===== config.mk =====
export PLATFORM = sky130hd
export DESIGN_NAME = udp_tx_sched
export DESIGN_NICKNAME = d
export VERILOG_FILES = /design/src/rtl/udp_tx_sched.sv
export SDC_FILE = /design/constraint.sdc
export NUM_CORES = 1
export LEC_CHECK = 0
export ABC_AREA = 1
export ABC_CLOCK_PERIOD_IN_PS = 2060
export CAP_MARGIN = 20
export CORE_MARGIN = 3
export CORE_UTILIZATION = 45
export CTS_CLUSTER_SIZE = 28
export DETAILED_ROUTE_END_ITERATION = 10
export PLACE_DENSITY = 0.77
export SETUP_SLACK_MARGIN = 0.3
export SLEW_MARGIN = 5
export SYNTH_ARGS = -nofsm -noshare
export SYNTH_HDL_FRONTEND = slang
export SYNTH_SLANG_ARGS = --single-unit

===== constraint.sdc =====
create_clock -name clk -period 2.06 [get_ports clk]
set_input_delay 0.412 -clock clk [delete_from_list [all_inputs] [get_ports clk]]
set_output_delay 0.412 -clock clk [all_outputs]
set_load 0.02 [all_outputs]

===== src/rtl/udp_tx_sched.sv =====
`default_nettype none
// ============================================================================
// Module   : udp_tx_sched
// Purpose  : Round-robin scheduler that shares one MAC UDP TX engine between
//            two requesters, with a four-phase fs/fd handshake, a timeout
//            abort and an enforced inter-frame gap.
// Revision : 1.0 - initial release
// ============================================================================
module udp_tx_sched #(
    parameter logic [15:0] TIMEOUT = 16'd50000,
    parameter logic [7:0]  GAP     = 8'd12
) (
    input  logic        clk,
    input  logic        rst,
    input  logic        req0,
    input  logic        req1,
    input  logic [11:0] len0,
    input  logic [11:0] len1,
    input  logic [7:0]  txd0,
    input  logic [7:0]  txd1,
    output logic        rden0,
    output logic        rden1,
    output logic        gnt0,
    output logic        gnt1,
    output logic        done0,
    output logic        done1,
    output logic        fs_udp_tx,
    input  logic        fd_udp_tx,
    output logic [11:0] udp_tx_len,
    input  logic        udp_txen,
    output logic [7:0]  udp_txd,
    output logic        busy,
    output logic        err_timeout,
    output logic [15:0] frame_cnt
);

    typedef enum logic [2:0] {
        ST_IDLE     = 3'd0,
        ST_ARB      = 3'd1,
        ST_START    = 3'd2,
        ST_WAIT_FDN = 3'd3,
        ST_DONE     = 3'd4,
        ST_GAP      = 3'd5
    } state_t;

    state_t      r_state;
    logic        r_sel;
    logic        r_ptr;
    logic [11:0] r_len;
    logic [15:0] r_tcnt;
    logic [7:0]  r_gcnt;
    logic        r_gnt0;
    logic        r_gnt1;
    logic        r_done0;
    logic        r_done1;
    logic        r_fs;
    logic        r_busy;
    logic        r_err;
    logic [15:0] r_frames;

    logic        w_pick;
    logic [11:0] w_pick_len;
    logic        w_tmo;
    logic        w_gap_end;

    // r_ptr names the requester preferred when both ask at once
    assign w_pick     = (req0 && req1) ? r_ptr : req1;
    assign w_pick_len = w_pick ? len1 : len0;
    assign w_tmo      = ({1'b0, r_tcnt} + 17'd1) >= {1'b0, TIMEOUT};
    assign w_gap_end  = ({1'b0, r_gcnt} + 9'd1) >= {1'b0, GAP};

    always_ff @(posedge clk) begin
        if (rst) begin
            r_state  <= ST_IDLE;
            r_sel    <= 1'b0;
            r_ptr    <= 1'b0;
            r_len    <= 12'd0;
            r_tcnt   <= 16'd0;
            r_gcnt   <= 8'd0;
            r_gnt0   <= 1'b0;
            r_gnt1   <= 1'b0;
            r_done0  <= 1'b0;
            r_done1  <= 1'b0;
            r_fs     <= 1'b0;
            r_busy   <= 1'b0;
            r_err    <= 1'b0;
            r_frames <= 16'd0;
        end else begin
            r_done0 <= 1'b0;
            r_done1 <= 1'b0;
            case (r_state)
                ST_IDLE: begin
                    if (req0 || req1) begin
                        r_state <= ST_ARB;
                        r_busy  <= 1'b1;
                    end
                end
                ST_ARB: begin
                    if (!(req0 || req1)) begin
                        r_state <= ST_IDLE;
                        r_busy  <= 1'b0;
                    end else begin
                        r_sel  <= w_pick;
                        r_ptr  <= ~w_pick;
                        r_len  <= w_pick_len;
                        r_gnt0 <= ~w_pick;
                        r_gnt1 <= w_pick;
                        if (w_pick_len == 12'd0) begin
                            r_state <= ST_DONE;
                            r_done0 <= ~w_pick;
                            r_done1 <= w_pick;
                        end else begin
                            r_state <= ST_START;
                            r_fs    <= 1'b1;
                            r_tcnt  <= 16'd0;
                        end
                    end
                end
                ST_START: begin
                    r_tcnt <= r_tcnt + 16'd1;
                    if (w_tmo) begin
                        r_fs    <= 1'b0;
                        r_err   <= 1'b1;
                        r_state <= ST_DONE;
                        r_done0 <= ~r_sel;
                        r_done1 <= r_sel;
                    end else if (fd_udp_tx) begin
                        r_fs    <= 1'b0;
                        r_state <= ST_WAIT_FDN;
                    end
                end
                ST_WAIT_FDN: begin
                    r_tcnt <= r_tcnt + 16'd1;
                    if (w_tmo) begin
                        r_err   <= 1'b1;
                        r_state <= ST_DONE;
                        r_done0 <= ~r_sel;
                        r_done1 <= r_sel;
                    end else if (!fd_udp_tx) begin
                        r_frames <= r_frames + 16'd1;
                        r_state  <= ST_DONE;
                        r_done0  <= ~r_sel;
                        r_done1  <= r_sel;
                    end
                end
                ST_DONE: begin
                    r_gnt0  <= 1'b0;
                    r_gnt1  <= 1'b0;
                    r_gcnt  <= 8'd0;
                    r_state <= ST_GAP;
                end
                ST_GAP: begin
                    r_gcnt <= r_gcnt + 8'd1;
                    if (w_gap_end) begin
                        r_state <= ST_IDLE;
                        r_busy  <= 1'b0;
                    end
                end
                default: begin
                    r_state <= ST_IDLE;
                    r_busy  <= 1'b0;
                end
            endcase
        end
    end

    // Byte path is combinational so the MAC sees FIFO data in its request cycle
    assign rden0   = r_gnt0 & udp_txen;
    assign rden1   = r_gnt1 & udp_txen;
    assign udp_txd = r_gnt0 ? txd0 : (r_gnt1 ? txd1 : 8'h00);

    assign gnt0        = r_gnt0;
    assign gnt1        = r_gnt1;
    assign done0       = r_done0;
    assign done1       = r_done1;
    assign fs_udp_tx   = r_fs;
    assign udp_tx_len  = r_len;
    assign busy        = r_busy;
    assign err_timeout = r_err;
    assign frame_cnt   = r_frames;

endmodule
`default_nettype wire


# ---- Word level (Yosys, flattened, before mapping)
# Cells that the tools add are included.
dict set report word_totals {
  inputBits 46
  output_inout_bits 45
  romBits 0
  mem_count 0
  latchBits 0
  ramBits 0
  elab_cells 100
  ff_bits 64
}
dict set report classes {
  reduce_logical 18
  n_eq_ne 12
  muxes 42
  n_div 0
  n_bitwise 7
  n_lt_le_gt_ge 2
  shift 0
  add_sub_neg 5
  multipliers 0
}
# cell count
set op_table {}
lappend op_table {{adder 16 x 1 -> 16 bit (second input constant)} 2}
lappend op_table {{2-to-1 mux 16 bit} 2}
lappend op_table {{case mux 16 bit (2 select lines)} 1}
lappend op_table {{2-to-1 mux 3 bit} 8}
lappend op_table {{2-to-1 mux 1 bit} 20}
lappend op_table {{case mux 3 bit (6 select lines)} 1}
lappend op_table {{adder 16 x 1 -> 17 bit (second input constant)} 1}
lappend op_table {{greater-or-equal comparator 17 x 16 -> 1 bit (second input constant)} 1}
lappend op_table {{2-to-1 mux 8 bit} 2}
lappend op_table {{case mux 8 bit (2 select lines)} 1}
lappend op_table {{zero test 12 bit} 1}
lappend op_table {{2-to-1 mux 12 bit} 1}
lappend op_table {{AND reduction 4 bit} 3}
lappend op_table {{inequality test 2 bit (second input constant)} 5}
lappend op_table {{adder 8 x 1 -> 9 bit (second input constant)} 1}
lappend op_table {{greater-or-equal comparator 9 x 4 -> 1 bit (second input constant)} 1}
lappend op_table {{adder 8 x 1 -> 8 bit (second input constant)} 1}
lappend op_table {{nonzero test 2 bit} 4}
lappend op_table {{equality test 3 x 2 -> 1 bit (second input constant)} 2}
lappend op_table {{equality test 3 bit (second input constant)} 2}
lappend op_table {{inequality test 3 bit (second input constant)} 2}
lappend op_table {{case mux 1 bit (2 select lines)} 3}
lappend op_table {{case mux 1 bit (3 select lines)} 2}
lappend op_table {{AND reduction 2 bit} 3}
lappend op_table {{10 further kinds} 16}

# ---- Depth between registers and ports, before layout
dict set report logic_depth {
  ltp_word 7
  depth_mapped 16
  mapped_depth_nobuf 15
}

# ---- Least setup slack after synthesis
# OpenSTA, ideal clock, no wires.
dict set report synth_timing {
  path_kind {reg2reg}
  from {register r_tcnt[1]}
  to {register r_frames[7] (netlist: frame_cnt[7])}
  t_required_ns 1.930
  setup_slack_ns 0.160
  stages_incl_launch_ff 14
  setup_time_ns 0.130
  path_buffers 1
  period_less_slack_ns 1.900
  t_arrival_ns 1.770
  path_cell_list {dfxtp_1 ha_1 nand2_1 nor2_2 nand3_1 nand2_1 nand2_1 nor2_1 nand3_1 nand2_2 nand3_2 buf_4 nor3_1 nor3b_2}
}
dict set report synth_via {
  elab_chain_cells 4
}
# element line
set synth_rtl {}
lappend synth_rtl {{from (decl)} 50} ;# logic [15:0] r_tcnt;
lappend synth_rtl {{from (signal assigned)} 120} ;# r_tcnt <= r_tcnt + 16'd1;
lappend synth_rtl {{from (signal assigned)} 133} ;# r_tcnt <= r_tcnt + 16'd1;
lappend synth_rtl {{adder 16 x 1 -> 17 bit} 69} ;# assign w_tmo = ({1'b0, r_tcnt} + 17'd1) >= {1'b0, TIMEOUT};
lappend synth_rtl {{greater-or-equal comparator 17 x 16 -> 1 bit} 69}
lappend synth_rtl {{inverter 1 bit (no source line)} --}
lappend synth_rtl {{AND reduction 3 bit (no source line)} --}
lappend synth_rtl {{to (signal assigned)} 140} ;# r_frames <= r_frames + 16'd1;
lappend synth_rtl {{to (decl)} 59} ;# logic [15:0] r_frames;
# No other way between the ends.
# A chain may end at the register's enable or synchronous reset.

# ---- Worst setup path after layout
dict set report layout_timing {
  from {register r_tcnt[0]}
  to {register r_frames[14] (netlist: frame_cnt[14])}
}
# The elaborated chain is that of the path after synthesis.

==> out/metrics.yaml <==
outcome: "finished, violations left"
violations: "setup timing"
dpl-instance-area_mm2: 0.005061
hpwl_um: 7596
clockBufferDepth: 2
p_int_uw: 2908
fin_worst_skew_ps: 10.74
postRouteAntennaNets: 0
h-tree-depth: 3
drt_iter0_markers: 179
peakVddDrop_mv: 0.7166
ios: 91
fin_crit_ps: 2103
power.density_mw_per_mm2: 843.8
worst_hold_path_type: "reg2reg"
relSlewSlack_pct: 64.57
instances_no_fill: 834
worstSetupPathType: "reg2reg"
start_kind: "flop"
clk_pin_slew_worst_paths_ps: 70
yosys.area.top_type: "dfxtp_1"
p_clk_share_pct: 23.1
cts_buffers: 9
ys_top_cells_by_area: "dfxtp_1 (34%), nand2_1 (19%), a21oi_1 (6.5%)"
p_sw_share_pct: 39.53
cap_violations: 0
syn_nets: 642
finalCritPeriodShare_pct: 102.1
end_kind: "flop"
max_stage_delay_ps: 380
synth_top_area_share_pct: 34.05
rows: 32
layout-drive-gt1-share_pct: 23.09
post-route-drc-count: 0
diodes: 0
syn_inst: 591
synth_cell_types: 36
areaGrowthSynthToFinish_pct: 51.51
synth_seq_area_share_pct: 34.05
fin_area_mm2: 0.005700
p_sw_uw: 1902
die_area_mm2: 0.009494
fp.coreArea_mm2: 0.007928
io_buffers: 90
start_util_pct: 47.46
wl_per_cell_um: 13.50
worst_slew_pin_slew_ps: 524.1
fmaxAchievable_mhz: 475.6
path_cells: "ha_4 > nand3_4 > nor2_4 > nand2_1 > nand2_1 > nand2_2 > inv_2 > nand2_2 > nor2_4 > nand3_4 > nand3_4 > clkinvlp_4 > nand2_1 > a21oi_2"
setup_viol: 8
final_hold_viol_count: 0
ys.warnings.count: 0
grt_pass1_vias: 4170
avgSynthCellArea_um2: 6.366
firstDrtPassIters: 5
grt_max_degree: 40
multi_input_area_mm2: 0.002477
comb_power_share_pct: 43.3
clkLatencyLatePin_ps: 340
antenna_found_initial: 0
layout.nets: 779
grt_pass1_wl_um: 18350
cp.required_ps: 2300
die_h_um: 97.44
die_x_um: 97.44
finalWorstSetupSlack_ps: -42.70
ctsHoldBuffers: 0
vias: 4364
finalPower_uw: 4810
final_core_util_pct: 71.91
seq_area_mm2: 0.001308
synth_area_mm2: 0.003762
viasPerCell: 5.233
cts.sinks: 64
grtUsageTotal_pct: 22.81
gp_congestion: 0.9089
final_max_slew_viol_count: 0
grt-ovfl-total: 0
power_leakage_uw: 0.002467
rsz0062_at_grt: "true"
ys_ff_latch: 64
dp_cells: 802
crit_fanout: 7
root_buffer: "clkbuf_8"
cts_tree: "yes"
arrival_ps: 2340
routed_wl_um: 11260
seq_power_share_pct: 33.6
critPathSlowestCell: "dfxtp_4"
nFillCells: 591
cell usage after synthesis:
cell / instances
a211oi_1: 1
a21oi_1: 49
a21oi_2: 1
a31o_2: 1
a31oi_1: 6
and3_1: 2
buf_2: 1
buf_4: 3
buf_6: 2
clkbuf_1: 10
clkbuf_2: 1
dfxtp_1: 64
ha_1: 5
inv_1: 63
inv_2: 2
nand2_1: 193
nand2_2: 4
nand2_4: 1
nand3_1: 39
nand3_2: 5
nand3b_1: 2
nand4_1: 12
nor2_1: 51
nor2_2: 5
nor2_4: 1
nor2_8: 1
nor3_1: 12
nor3b_2: 1
nor4_1: 1
nor4b_1: 1
o21ai_0: 23
o21ai_1: 9
o21ai_2: 4
or2_2: 1
xnor2_1: 7
xor2_1: 7
cell type report:
class,instances,area share [%]
clock buffer,13,2.788
clock inverter,2,0.6804
inverter,65,4.412
multi-input combinational,447,43.46
sequential,64,22.94
tap,102,2.239
timing repair buffer,140,23.35
timing repair inverter,1,0.1317
sequential cells by signal (all words and copies together), names as in the netlist, 3 cells and up:
| name | count |
|---|---|
| frame_cnt | 16 |
| r_tcnt | 16 |
| udp_tx_len | 12 |
| r_gcnt | 8 |
| r_state | 3 |
cell families (layout without fill, tap and decap cells):
| logic type | after synthesis | after routing | share of synthesized area, % |
|---|---|---|---|
| fa+ha+maj | 5 | 5 | 1.663 |
| xor+xnor | 14 | 14 | 3.259 |
| buf+inv | 82 | 221 | 8.946 |
| simple gates | 332 | 333 | 38.71 |
| flops | 64 | 64 | 34.05 |
| compound gates | 94 | 95 | 13.37 |
power by group through the flow:
stage / combinational (µW) / sequential [µW] / clock (µW)
2_1_floorplan: 949 / 1700 / 0
3_3_place_gp: 1810 / 1610 / 0
3_5_place_dp: 1840 / 1610 / 0
4_1_cts: 1960 / 1600 / 1120
5_1_grt: 2260 / 1630 / 1170
6_report: 2080 / 1610 / 1110
path summary, 6_finish.rpt:
path | startpoint | endpoint | slack, ps | cells after the start
worst min register to register | err_timeout | err_timeout | 460 | 2
worst min-delay path | err_timeout | err_timeout | 460 | 2
worst max register to register | r_tcnt[0] | frame_cnt[14] | -40 | 14
worst max-delay path | r_tcnt[0] | frame_cnt[14] | -40 | 14
placed cells by master (no fill, tap or decap), types with 3 or more instances in the layout:
cell type	netlist	final
a21oi_1	49	43
a21oi_2	1	7
a31oi_1	6	6
buf_12	0	4
buf_4	3	39
buf_6	2	7
clkbuf_2	1	4
clkbuf_8	0	11
clkdlybuf4s15_1	0	3
clkdlybuf4s15_2	0	3
clkdlybuf4s50_1	0	58
dfxtp_1	64	51
dfxtp_2	0	9
dfxtp_4	0	4
dlygate4sd2_1	0	16
dlymetal6s2s_1	0	6
ha_1	5	3
inv_1	63	56
inv_2	2	7
nand2_1	193	175
nand2_2	4	17
nand2_4	1	6
nand3_1	39	33
nand3_2	5	7
nand3_4	0	4
nand4_1	12	12
nor2_1	51	47
nor2_2	5	5
nor2_4	1	5
nor3_1	12	9
o21ai_0	23	15
o21ai_1	9	7
o21ai_2	4	10
o21ai_4	0	5
xnor2_1	7	7
xor2_1	7	7
critical path, delay by kind of cell (launching register included):
kind / cells / cell delay (ps)
fa+ha+maj: 1 / 160
flops: 1 / 380
compound gates: 1 / 50
buf+inv: 2 / 260
simple gates: 10 / 1160
per-layer routing:
metal  GRT usage, %  part of all wire, %  vias to the layer above
li1               -                    -                     2188
met1          28.68                   44                     1975
met2          38.75                   47                      177
met3          4.810                  7.0                       24
met4          7.561                  1.9                        0
met5              0                    0                        -
repair_timing:
item                                    CTS  global route
endpoints found under the hold margin     0             0
cloned                                    3             0
resized for setup                        93            57
pin swaps                                12            24
setup buffers                             6             8
endpoints found under the setup margin   64            72
through the flow:
stage / hold slack, ps / setup slack (ps) / setup TNS, ps
final: 461.4 / -42.70 / -231.1
after floorplan: 439.0 / 285.6 / 0
after global routing: 497.5 / -187.2 / -2884
after CTS: 461.1 / 25.39 / 0
after global placement: 440.7 / -365.7 / -6497
after detailed placement: 443.2 / -505.9 / -8990
No activity file was read; power rests on OpenSTA's default activity.
